$ cat config.mk
export PLATFORM = sky130hd
export DESIGN_NAME = bm_input_packer_flat
export DESIGN_NICKNAME = d
export VERILOG_FILES = /design/src/rtl/bm_pkg.sv /design/src/rtl/bm_input_packer_if.sv /design/src/rtl/bm_input_packer.sv /design/src/flat_wrapper.sv
export SDC_FILE = /design/constraint.sdc
export NUM_CORES = 1
export LEC_CHECK = 0
export BUFFER_PORTS_ARGS = -buffer_cell sky130_fd_sc_hd__buf_2
export CAP_MARGIN = 20
export CORE_ASPECT_RATIO = 1.4
export CORE_MARGIN = 1
export CORE_UTILIZATION = 34
export CTS_BUF_LIST = sky130_fd_sc_hd__clkbuf_16
export DETAILED_ROUTE_END_ITERATION = 10
export GPL_TIMING_DRIVEN = 0
export PLACE_DENSITY = 0.68
export REMOVE_ABC_BUFFERS = 1
export SLEW_MARGIN = 20
export SYNTH_ARGS = -nofsm -noshare
export SYNTH_HDL_FRONTEND = slang
export SYNTH_SLANG_ARGS = --single-unit
export TNS_END_PERCENT = 50
$ cat constraint.sdc
create_clock -name clk -period 1.7 [get_ports clk]
set_clock_uncertainty 0.15 [all_clocks]
set_input_delay 0.255 -clock clk [delete_from_list [all_inputs] [get_ports clk]]
set_output_delay 0.255 -clock clk [all_outputs]
set_load 0.02 [all_outputs]
$ cat src/rtl/bm_pkg.sv
// Shared types and helpers for the bitonic-merge input packer.
package bm_pkg;
  typedef enum logic {EMPTY = 1'b0, FULL = 1'b1} pack_state_t;

  localparam int MAX_DW = 64;

  function automatic int lane_cnt(input int bm_width);
    return 2 * bm_width;
  endfunction

  function automatic int fill_w(input int bm_width);
    return ($clog2(2 * bm_width) < 1) ? 1 : $clog2(2 * bm_width);
  endfunction

  // Pads sort to the tail: max key when ascending, min key when descending.
  function automatic logic [MAX_DW-1:0] pad_val(input logic asc, input int dw);
    return asc ? ({MAX_DW{1'b1}} >> (MAX_DW - dw)) : '0;
  endfunction
endpackage

$ cat src/rtl/bm_input_packer_if.sv
// Key stream in, packed vector out; slave modport is the packer's view.
interface bm_input_packer_if #(
  parameter int DATA_WIDTH = 4,
  parameter int BM_WIDTH   = 1
);
  logic [DATA_WIDTH-1:0]            s_data;
  logic                             s_valid;
  logic                             s_ready;
  logic                             s_last;
  logic                             dir_in;
  logic                             m_ready;
  logic [0:DATA_WIDTH*BM_WIDTH*2-1] a_in;
  logic                             x_valid;
  logic                             ASCENDING;
  logic                             last_stage_chann;

  modport slave (
    input  s_data, s_valid, s_last, dir_in, m_ready,
    output s_ready, a_in, x_valid, ASCENDING, last_stage_chann
  );
  modport master (
    output s_data, s_valid, s_last, dir_in, m_ready,
    input  s_ready, a_in, x_valid, ASCENDING, last_stage_chann
  );
endinterface

$ cat src/rtl/bm_input_packer.sv
// Packs 2*BM_WIDTH keys into one vector behind a one-entry output register.
// Define BM_PACK_PAD_EN to close a group early on s_last and pad remaining lanes.
module bm_input_packer
  import bm_pkg::*;
#(
  parameter int DATA_WIDTH = 4,
  parameter int BM_WIDTH   = 1,
  parameter int LAST_STAGE = 0
) (
  input logic              clk,
  input logic              rst,
  bm_input_packer_if.slave bus
);
  localparam int N  = lane_cnt(BM_WIDTH);
  localparam int FW = fill_w(BM_WIDTH);
  localparam int VW = N * DATA_WIDTH;
  localparam logic [FW-1:0] LAST_LANE = FW'(N - 1);

  pack_state_t   state_q, state_d;
  logic [FW-1:0] fill_cnt;
  logic [0:VW-1] pack_q, vec_d, a_q;
  logic          dir_latch, asc_q, dir_cur;
  logic          fin_lane, grp_end, stall, in_xfer, complete;

  assign fin_lane = (fill_cnt == LAST_LANE);
  assign dir_cur  = (fill_cnt == '0) ? bus.dir_in : dir_latch;

`ifdef BM_PACK_PAD_EN
  logic [MAX_DW-1:0]     pad_full;
  logic [DATA_WIDTH-1:0] pad;
  assign pad_full = pad_val(dir_cur, DATA_WIDTH);
  assign pad      = pad_full[DATA_WIDTH-1:0];
  assign grp_end  = fin_lane || bus.s_last;
`else
  assign grp_end  = fin_lane;
`endif

  // Only a group-closing key needs the output slot; earlier keys always land.
  assign stall       = grp_end && (state_q == FULL) && !bus.m_ready;
  assign bus.s_ready = rst && !stall;
  assign in_xfer     = bus.s_valid && bus.s_ready;
  assign complete    = in_xfer && grp_end;

  always_comb begin
    vec_d = pack_q;
    for (int k = 0; k < N; k++) begin
      if (FW'(k) == fill_cnt)
        vec_d[k*DATA_WIDTH +: DATA_WIDTH] = bus.s_data;
`ifdef BM_PACK_PAD_EN
      else if (FW'(k) > fill_cnt)
        vec_d[k*DATA_WIDTH +: DATA_WIDTH] = pad;
`endif
    end
  end

  always_ff @(posedge clk or negedge rst) begin
    if (!rst) state_q <= EMPTY;
    else      state_q <= state_d;
  end

  always_comb begin
    state_d = state_q;
    case (state_q)
      EMPTY:   if (complete) state_d = FULL;
      FULL:    if (complete) state_d = FULL;
               else if (bus.m_ready) state_d = EMPTY;
      default: state_d = EMPTY;
    endcase
  end

  always_ff @(posedge clk or negedge rst) begin
    if (!rst) begin
      fill_cnt  <= '0;
      pack_q    <= '0;
      a_q       <= '0;
      asc_q     <= 1'b0;
      dir_latch <= 1'b0;
    end else begin
      if (in_xfer) begin
        pack_q[int'(fill_cnt)*DATA_WIDTH +: DATA_WIDTH] <= bus.s_data;
        if (fill_cnt == '0) dir_latch <= bus.dir_in;
        fill_cnt <= grp_end ? '0 : fill_cnt + 1'b1;
      end
      if (complete) begin
        a_q   <= vec_d;
        asc_q <= dir_cur;
      end
    end
  end

  assign bus.a_in             = a_q;
  assign bus.x_valid          = (state_q == FULL);
  assign bus.ASCENDING        = asc_q;
  assign bus.last_stage_chann = (LAST_STAGE != 0);
endmodule
$ cat src/flat_wrapper.sv
// flat-port wrapper written by rule: the top's interface ports become plain ports
module bm_input_packer_flat import bm_pkg::*;
#(
  parameter int DATA_WIDTH = 4,
  parameter int BM_WIDTH   = 1,
  parameter int LAST_STAGE = 0
)
  (clk, rst, bus_s_data, bus_s_valid, bus_s_last, bus_dir_in, bus_m_ready, bus_s_ready, bus_a_in, bus_x_valid, bus_ASCENDING, bus_last_stage_chann);
  bm_input_packer_if #(.DATA_WIDTH(DATA_WIDTH), .BM_WIDTH(BM_WIDTH)) bus_i ();
  input logic clk;
  input logic rst;
  input wire logic [$bits(bus_i.s_data)-1:0] bus_s_data;
  input wire logic [$bits(bus_i.s_valid)-1:0] bus_s_valid;
  input wire logic [$bits(bus_i.s_last)-1:0] bus_s_last;
  input wire logic [$bits(bus_i.dir_in)-1:0] bus_dir_in;
  input wire logic [$bits(bus_i.m_ready)-1:0] bus_m_ready;
  output wire logic [$bits(bus_i.s_ready)-1:0] bus_s_ready;
  output wire logic [$bits(bus_i.a_in)-1:0] bus_a_in;
  output wire logic [$bits(bus_i.x_valid)-1:0] bus_x_valid;
  output wire logic [$bits(bus_i.ASCENDING)-1:0] bus_ASCENDING;
  output wire logic [$bits(bus_i.last_stage_chann)-1:0] bus_last_stage_chann;
  assign bus_i.s_data = bus_s_data;
  assign bus_i.s_valid = bus_s_valid;
  assign bus_i.s_last = bus_s_last;
  assign bus_i.dir_in = bus_dir_in;
  assign bus_i.m_ready = bus_m_ready;
  assign bus_s_ready = bus_i.s_ready;
  assign bus_a_in = bus_i.a_in;
  assign bus_x_valid = bus_i.x_valid;
  assign bus_ASCENDING = bus_i.ASCENDING;
  assign bus_last_stage_chann = bus_i.last_stage_chann;
  bm_input_packer #(.DATA_WIDTH(DATA_WIDTH), .BM_WIDTH(BM_WIDTH), .LAST_STAGE(LAST_STAGE)) u_core (.clk(clk), .rst(rst), .bus(bus_i));
endmodule
==> summary.md, run 1 <==
| Metric | Value |
|---|---|
| Worst hold stages | 2 |
| Vias | 390 |
| DR vias/cell | 4.76 |
| CP max stage delay | 0.39 ns |
| Slew HR | 0.547 |
| All-Layer GR Usage | 0.131 |
| Synthesized area | 674 µm² |
| Setup crit start kind | register |
| Drt first pass iters | 3 |
| RSZ-0062 raised after global routing | no |
| CP delay by family, top | flip-flops |
| Final Hold Fails | 0 |
| GRT Residual Overflow | 0 |
| Worst setup EP type | primary output |
| Sequential cell area fraction in the yosys report | 0.594 |
| GPL Wtd Cong | 0.633 |
| Initial DRC Count | 2 |
| R2R setup slack | 0.26 ns |
| Mean Syn Cell Area | 16.1 µm² |
| CTS Sinks | 16 |
| Worst EP arrival | 1.15 ns |
| RR Startpoint | u_core.bus.x_valid |
| Worst setup margin | 0.149 ns |
| Initial antenna violation count | 0 |
| Final setup TNS | 0 ns |
| Area grow syn2layout | 24.7% |
| Net load switching power | 0.000436 W |
| Row cnt | 18 |
| Yosys warnings | 0 |
| Most frequent cells in the layout | 19 x buf_2, 16 x dfrtp_1, 10 x mux2_2, 4 x mux2_4, 3 x clkbuf_16 |
| Cell internal power dissipation | 0.00107 W |
| Max-slew violations | 0 |
| CTS tree | built |
| Final core utilization | 0.461 |
| Starting Density | 0.370 |
| Final wirelength | 1.04 mm |
| Layout fillers | 157 |
| Dpl ws | 0.0150 ns |
| Total power | 0.00150 W |
| Die ar. | 0.00217 mm² |
| Setup Fix Bufs, Post-CTS | 0 |
| Layout cells sized above 1 | 0.629 |
| DR WL/cell | 12.7 µm |
| ANT cells | 0 |
| Pin count of the biggest net entering global routing | 17 |
| Clock slew at reported path FFs | 0.05 ns |
| Sw Share | 0.290 |
| Hold path endpoint | u_core.dir_latch |
| Nets | 74 |
| DRC | 0 |
| Cell breakdown of the critical path | nand2b_4, inv_1, a21boi_0, buf_2 |
| Number of global-route vias before repair | 430 |
| Required time worst endpoint | 1.29 ns |
| Crit Path Class | register to primary output |
| Synth Register Bits | 16 |
| Status | finished clean |
| Power density over the cells | 1790 mW/mm² |
| Critical hold path startpoint | bus_dir_in |
| Total core area | 0.00182 mm² |
| Worst path bufs/invs | 2 |
| Max frequency | 645 MHz |
| Clk pwr share | 0.292 |
| Fin crit share | 0.912 |
| Die height | 54.7 µm |
| Worst R2R Path Depth | 3 |
| CTS buffer count | 3 |
| I/O Pins | 22 |
| First-pass GRT wire length | 1.83 mm |
| Reg power frac | 0.406 |
| Max_cap viols | 0 |
| Worst path slowest cell | dfrtp_1 |
| Most common cell after layout, fill and taps aside | buf_2 |
| Stages on worst setup path | 4 |
| Worst VDD drop | 949 µV |
| CTS Buffer Depth | 2 |
| CP Max Fanout | 2 |
| Finish-stage setup viols | 0 |
| Hold Crit Class | primary input to register |
| H-tree levels | 1 |
| Die Wd | 39.6 µm |
| Crit Reg-Reg Endpoint | u_core.bus.ASCENDING |
| Slew @ Worst Pin | 0.678 ns |
| Number of port buffers | 19 |
| CTS Root Cell | clkbuf_16 |
| Mapped Cells | 42 |
| Logic pwr share | 0.302 |
| Final ANT Viol Nets | 0 |
| Skew-Pair Late Insertion Delay | 0.24 ns |
| Leak | 0.413 nW |
| Synth unique cells | 15 |
| Fin crit period | 1.55 ns |
==> layout make-up <==
type,instances,area (µm²),area share
inverter,1,3.75,0.00446
sequential,16,400,0.476
multi-input combinational,22,231,0.275
clock buffer,3,75.1,0.0893
tap,20,25.0,0.0298
timing repair buffer,20,105,0.125
==> routing by layer <==
layer  GRT usage  vias to the layer above  routed length, µm
met1       0.141                      189                442
met2       0.216                       14                515
met5           0                        -                  0
met4      0.0690                        0                 24
li1            -                      184                  -
met3      0.0488                        3                 58
==> power groups by stage <==
stage | Sequential (W) | Clock, W | Combinational, W
2_1_floorplan | 0.000730 | 0 | 0.000192
3_3_place_gp | 0.000608 | 0 | 0.000450
3_5_place_dp | 0.000615 | 0 | 0.000461
4_1_cts | 0.000613 | 0.000452 | 0.000462
5_1_grt | 0.000633 | 0.000464 | 0.000492
6_report | 0.000610 | 0.000440 | 0.000454
==> through the flow <==
step	hold WS [ns]	cells	cell area, µm²
floorplan	-0.191	39	636
global placement	0.0511	78	756
detailed placement	0.0530	78	756
CTS	0.0910	82	841
global route	0.0994	82	841
finish	0.0929	82	841
==> synthesized netlist by cell type (all sizes together) <==
library cell	n	area share
or2	1	0.0093
nand3b	1	0.011
a21boi	1	0.011
dfrtp	16	0.59
a21oi	1	0.0074
buf	3	0.058
nor2	1	0.0056
nand2b	1	0.020
inv	1	0.0056
mux2	14	0.26
and4	1	0.017
conb	1	0.0056
==> cell families (layout without fill, tap and decap cells) <==
| group | count (synthesis) | in the layout | share of synthesized area |
|---|---|---|---|
| compound gates | 2 | 2 | 0.0185 |
| flops | 16 | 16 | 0.594 |
| mux | 14 | 14 | 0.256 |
| simple gates | 5 | 5 | 0.0631 |
| other cells | 1 | 1 | 0.00556 |
| buf+inv | 4 | 24 | 0.0631 |
==> flip-flops by register name, indices dropped and copies added, names as in the netlist <==
register / cells
u_core.pack_q: 4
u_core.bus.x_valid: 1
u_core.bus.ASCENDING: 1
u_core.bus.a_in: 8
u_core.fill_cnt: 1
u_core.dir_latch: 1
==> worst max path at each step <==
stage	start	end	slack, ns
3_5_place_dp	rst	u_core.bus.a_in[7]	0.02
5_1_grt	u_core.bus.x_valid	bus_s_ready	0.08
6_report	u_core.bus.x_valid	bus_s_ready	0.15
4_1_cts	u_core.bus.x_valid	bus_s_ready	0.13
3_3_place_gp	rst	u_core.bus.a_in[6]	0.02
2_1_floorplan	u_core.bus.x_valid	bus_s_ready	0.19
==> timing repair <==
action,CTS,global route
hold endpoints to repair,16,0
gates resized for setup,0,0
hold buffers,1,0
Note: power is estimated with default switching activity, not from simulation.
==> inputs of run 2 (changes only) <==
--- a/config.mk
+++ b/config.mk
@@ -15,3 +15,3 @@
 export GPL_TIMING_DRIVEN = 0
-export PLACE_DENSITY = 0.68
+export PLACE_DENSITY = 0.71
 export REMOVE_ABC_BUFFERS = 1
==> constraint.sdc (replaced) <==
create_clock -name clk -period 1.3 [get_ports clk]
set_clock_uncertainty 0.15 [all_clocks]
set_input_delay 0.065 -clock clk [delete_from_list [all_inputs] [get_ports clk]]
set_output_delay 0.065 -clock clk [all_outputs]
set_load 0.02 [all_outputs]
==> summary.md, run 2 (synthesis gave the netlist of run 1 again) <==
| Metric | Value |
|---|---|
| Status | complete, but fails checks |
| Failing checks | negative setup slack |
| Hold Crit Class | primary input to register |
| Layout fillers | 158 |
| Initial DRC Count | 2 |
| CTS tree | built |
| CP max stage delay | 0.40 ns |
| Fin crit share | 1.05 |
| Number of port buffers | 19 |
| Worst setup margin | -0.0692 ns |
| Setup Fix Bufs, Post-CTS | 0 |
| Worst R2R Path Depth | 3 |
| Area grow syn2layout | 39.7% |
| RR Startpoint | u_core.bus.x_valid |
| Die height | 54.7 µm |
| Most frequent cells in the layout | 18 x buf_2, 16 x dfrtp_1, 9 x mux2_4, 8 x dlygate4sd3_1, 5 x mux2_2 |
| Total core area | 0.00182 mm² |
| Post-DP Area | 756 µm² |
| Fin crit period | 1.37 ns |
| CTS Root Cell | clkbuf_16 |
| DR WL/cell | 13.3 µm |
| Vias | 426 |
| Area of the multi-input gates | 260 µm² |
| Critical hold path startpoint | bus_m_ready |
| I/O Pins | 22 |
| GPL Wtd Cong | 0.634 |
| Most common cell after layout, fill and taps aside | buf_2 |
| RSZ-0062 raised after global routing | yes |
| Nets | 82 |
| Worst hold stages | 4 |
| First-pass GRT wire length | 1.95 mm |
| FF+latch area | 400 µm² |
| Layout cells sized above 1 | 0.571 |
| CTS Buffer Depth | 2 |
| Max-slew violations | 0 |
| Slew @ Worst Pin | 0.714 ns |
| CTS Sinks | 16 |
| Clock slew at reported path FFs | 0.05 ns |
| Max frequency | 730 MHz |
| Slew HR | 0.522 |
| Final Hold Fails | 0 |
| Worst VDD drop | 1800 µV |
| Cell breakdown of the critical path | nand2b_4, and4_4, mux2_4 |
| Initial antenna violation count | 0 |
| Max_cap viols | 0 |
| Final setup TNS | -0.781 ns |
| H-tree levels | 1 |
| Final wirelength | 1.20 mm |
| Finish-stage setup viols | 14 |
| Leak | 0.464 nW |
| CTS buffer count | 3 |
| Starting Density | 0.370 |
| Die Wd | 39.6 µm |
| Crit Path Class | register to register |
| Max FFs per register | 8 |
| Design Area, Final | 942 µm² |
| Crit Reg-Reg Endpoint | u_core.bus.a_in[6] |
| DR vias/cell | 4.73 |
| Required time worst endpoint | 1.27 ns |
| Worst path slowest cell | dfrtp_1 |
| GRT Residual Overflow | 0 |
| Power density over the cells | 2170 mW/mm² |
| Final ANT Viol Nets | 0 |
| Row cnt | 18 |
| All-Layer GR Usage | 0.138 |
| Setup crit start kind | register |
| Worst EP arrival | 1.34 ns |
| Number of global-route vias before repair | 443 |
| R2R setup slack | -0.07 ns |
| Hold_ws | 0.0951 ns |
| DRC | 0 |
| Hold path endpoint | u_core.bus.x_valid |
| Skew-Pair Late Insertion Delay | 0.24 ns |
| CP Max Fanout | 6 |
| Drt first pass iters | 2 |
| Crit path from | u_core.bus.x_valid |
| Pin count of the biggest net entering global routing | 17 |
| Die ar. | 0.00217 mm² |
| Worst setup EP type | register |
| HPWL after DPL | 679 µm |
| ANT cells | 0 |
## run 2: repair_timing
| action | CTS | global route |
|---|---|---|
| endpoints found under the hold margin | 26 | 0 |
| hold buffers | 8 | 0 |
| gates cloned | 1 | 0 |
| gates resized for setup | 6 | 1 |
| pin swaps | 1 | 1 |
| endpoints found under the setup margin | 15 | 15 |
## run 2: final cells by class
| class | instances | share of cell area |
|---|---|---|
| timing repair buffer | 27 | 0.189 |
| tap | 20 | 0.0266 |
| clock buffer | 3 | 0.0797 |
| multi-input combinational | 23 | 0.276 |
| sequential | 16 | 0.425 |
| inverter | 1 | 0.00398 |
## run 2: stage by stage
| stage | std cells | total power (W) | setup slack, ns | util |
|---|---|---|---|---|
| 2_1_floorplan | 39 | 0.00121 | -0.186 | - |
| 3_3_place_gp | 78 | 0.00138 | -0.168 | 0.414 |
| 3_5_place_dp | 78 | 0.00140 | -0.222 | 0.414 |
| 4_1_cts | 90 | 0.00206 | -0.0726 | 0.515 |
| 5_1_grt | 90 | 0.00216 | -0.113 | 0.516 |
| 6_report | 90 | 0.00205 | -0.0692 | 0.516 |
## run 2: worst max-delay path by stage
stage	slack [ns]	cells after the start	end
after detailed placement	-0.22	3	u_core.bus.a_in[6]
after global routing	-0.11	3	u_core.bus.a_in[2]
after CTS	-0.07	3	u_core.bus.a_in[6]
after floorplan	-0.19	3	u_core.bus.a_in[5]
after global placement	-0.17	3	u_core.bus.ASCENDING
final	-0.07	3	u_core.bus.a_in[6]
## run 2: routing by layer
layer,vias to the layer above,wire [µm],GRT usage
li1,202,-,-
met1,207,552,0.155
met2,17,575,0.227
met3,0,72,0.0732
met4,0,0,0.0345
met5,-,0,0
## run 2: critical path, delay by kind of cell (launching register included)
| kind | cells | cell delay [ns] |
|---|---|---|
| flip-flops | 1 | 0.40 |
| multiplexers | 1 | 0.31 |
| AND/OR/NAND/NOR | 2 | 0.39 |
## run 2: power breakdown
group	total, W	switching (W)	internal [W]	leakage [nW]
registers	0.000804	0.000106	0.000698	0.190
clock network	0.000580	0.000177	0.000403	0.0370
logic	0.000663	0.000312	0.000352	0.237
==> inputs of run 3 (changes only) <==
- PLACE_DENSITY: 0.71 -> 0.57
- clock period: 1.3 -> 1.39 ns (I/O delays scaled with it)
==> summary.md, run 3 (synthesis gave the netlist of run 1 again) <==
| Metric | Value |
|---|---|
| Status | finished clean |
| Area grow syn2layout | 36.5% |
| RR Startpoint | u_core.bus.x_valid |
| I/O Pins | 22 |
| Finish-stage setup viols | 0 |
| Drt first pass iters | 2 |
| Sw Share | 0.288 |
| Worst EP arrival | 1.35 ns |
| Design Area, Final | 921 µm² |
| Slew HR | 0.515 |
| Die Wd | 39.6 µm |
| Crit Reg-Reg Endpoint | u_core.bus.a_in[4] |
| DR vias/cell | 4.78 |
| Worst VDD drop | 1120 µV |
| CTS Buffer Depth | 2 |
| Nets | 82 |
| Number of global-route vias before repair | 455 |
| Most common cell after layout, fill and taps aside | buf_2 |
| Post-DP Area | 756 µm² |
| Row cnt | 18 |
| CTS tree | built |
| Logic pwr share | 0.310 |
| Die height | 54.7 µm |
| Clk pwr share | 0.287 |
| Setup Fix Bufs, Post-CTS | 0 |
| Reg power frac | 0.403 |
| Cell breakdown of the critical path | nand2b_4, and4_2, mux2_4 |
| Most frequent cells in the layout | 19 x buf_2, 16 x dfrtp_1, 10 x mux2_2, 8 x dlygate4sd3_1, 4 x mux2_4 |
| Worst setup EP type | register |
| CP delay by family, top | flip-flops |
| Layout cells sized above 1 | 0.571 |
| GRT Residual Overflow | 0 |
| Final wirelength | 1.16 mm |
| Final Hold Fails | 0 |
| Vias | 430 |
| First-pass GRT wire length | 1.96 mm |
| CTS Sinks | 16 |
| H-tree levels | 1 |
| DRC | 0 |
| Hold_ws | 0.0926 ns |
| Setup crit end | u_core.bus.a_in[4] |
| Worst path bufs/invs | 0 |
| Total core area | 0.00182 mm² |
| Number of port buffers | 19 |
| Cell internal power dissipation | 0.00132 W |
| Initial DRC Count | 2 |
| Worst R2R Path Depth | 3 |
| Die ar. | 0.00217 mm² |
| Max_cap viols | 0 |
| Starting Density | 0.370 |
| R2R setup slack | 0.02 ns |
| Crit path from | u_core.bus.x_valid |
| Required time worst endpoint | 1.36 ns |
| Slew @ Worst Pin | 0.726 ns |
| Worst path slowest cell | dfrtp_1 |
| Skew-Pair Late Insertion Delay | 0.24 ns |
| GPL Wtd Cong | 0.573 |
| DR WL/cell | 12.9 µm |
| Pin count of the biggest net entering global routing | 17 |
| Max-slew violations | 0 |
| Fin crit share | 0.987 |
| CP max stage delay | 0.39 ns |
| Power density over the cells | 2020 mW/mm² |
| Hold Crit Class | primary input to register |
| Net load switching power | 0.000535 W |
| Final ANT Viol Nets | 0 |
| CP Max Fanout | 5 |
| Fin crit period | 1.37 ns |
| Max frequency | 729 MHz |
| CTS buffer count | 3 |
| Stages on worst setup path | 3 |
| Initial antenna violation count | 0 |
| Max FFs per register | 8 |
| All-Layer GR Usage | 0.141 |
| CTS Root Cell | clkbuf_16 |
| Crit Path Class | register to register |
| Clock slew at reported path FFs | 0.04 ns |
| Leak | 0.446 nW |
| ANT cells | 0 |
| Setup crit start kind | register |
| RSZ-0062 raised after global routing | yes |
## run 3: cell types whose count changed in the layout (fill, tap and decap cells not counted)
| cell | delta |
|---|---|
| buf_2 | +1 |
| mux2_4 | -5 |
| a21boi_0 | +1 |
| a21boi_1 | -1 |
| buf_4 | -1 |
| mux2_2 | +5 |
## run 3: layer usage
layer | up-vias | GRT usage | part of all wire | wire length, µm
met4 | 0 | 0.0862 | 0.022 | 25
li1 | 204 | - | - | -
met5 | - | 0 | 0 | 0
met2 | 17 | 0.224 | 0.47 | 548
met1 | 205 | 0.164 | 0.45 | 523
met3 | 4 | 0.0366 | 0.052 | 60
## run 3: power groups by stage
stage               Combinational (W)  Sequential (W)  Clock [W]
finish                       0.000576        0.000747   0.000533
floorplan                    0.000234        0.000893          0
CTS                          0.000583        0.000751   0.000548
global route                 0.000614        0.000772   0.000574
global placement             0.000553        0.000750          0
detailed placement           0.000563        0.000753          0
## run 3: timing repair
action                     CTS  global route
resized for setup            0             0
setup endpoints to repair    9            13
pin swaps                    1             0
hold buffers                 8             0
hold endpoints to repair    26             0
gates cloned                 1             0
## run 3: worst min-delay path by stage
stage | start | to | cells after the start
2_1_floorplan | rst | u_core.bus.ASCENDING | 0
3_3_place_gp | rst | u_core.bus.a_in[4] | 1
3_5_place_dp | rst | u_core.bus.x_valid | 1
4_1_cts | bus_m_ready | u_core.bus.x_valid | 4
5_1_grt | bus_m_ready | u_core.bus.x_valid | 4
6_report | bus_m_ready | u_core.bus.x_valid | 4
## run 3: layout make-up
type                    count  area (µm²)
flip-flops and latches     16         400
repair buffers             27         175
well taps                  20        25.0
fillers                   162         903
inverters                   1        3.75
multi-input cells          23         241
clock buffers               3        75.1
## run 3: tightest hold or removal path: stages
cell	delay, ns
buf_2	0.10
nand2b_4	0.14
inv_1	0.05
or2_2	0.09
## run 3: metrics by stage
| stage | TNS, ns | cells | util | setup slack, ns | power, W |
|---|---|---|---|---|---|
| floorplan | -0.721 | 39 | - | -0.0958 | 0.00113 |
| global placement | -0.994 | 78 | 0.414 | -0.127 | 0.00130 |
| detailed placement | -1.20 | 78 | 0.414 | -0.137 | 0.00132 |
| CTS | 0 | 90 | 0.505 | 0.0101 | 0.00188 |
| global route | -0.312 | 90 | 0.505 | -0.0353 | 0.00196 |
| finish | 0 | 90 | 0.505 | 0.0175 | 0.00186 |
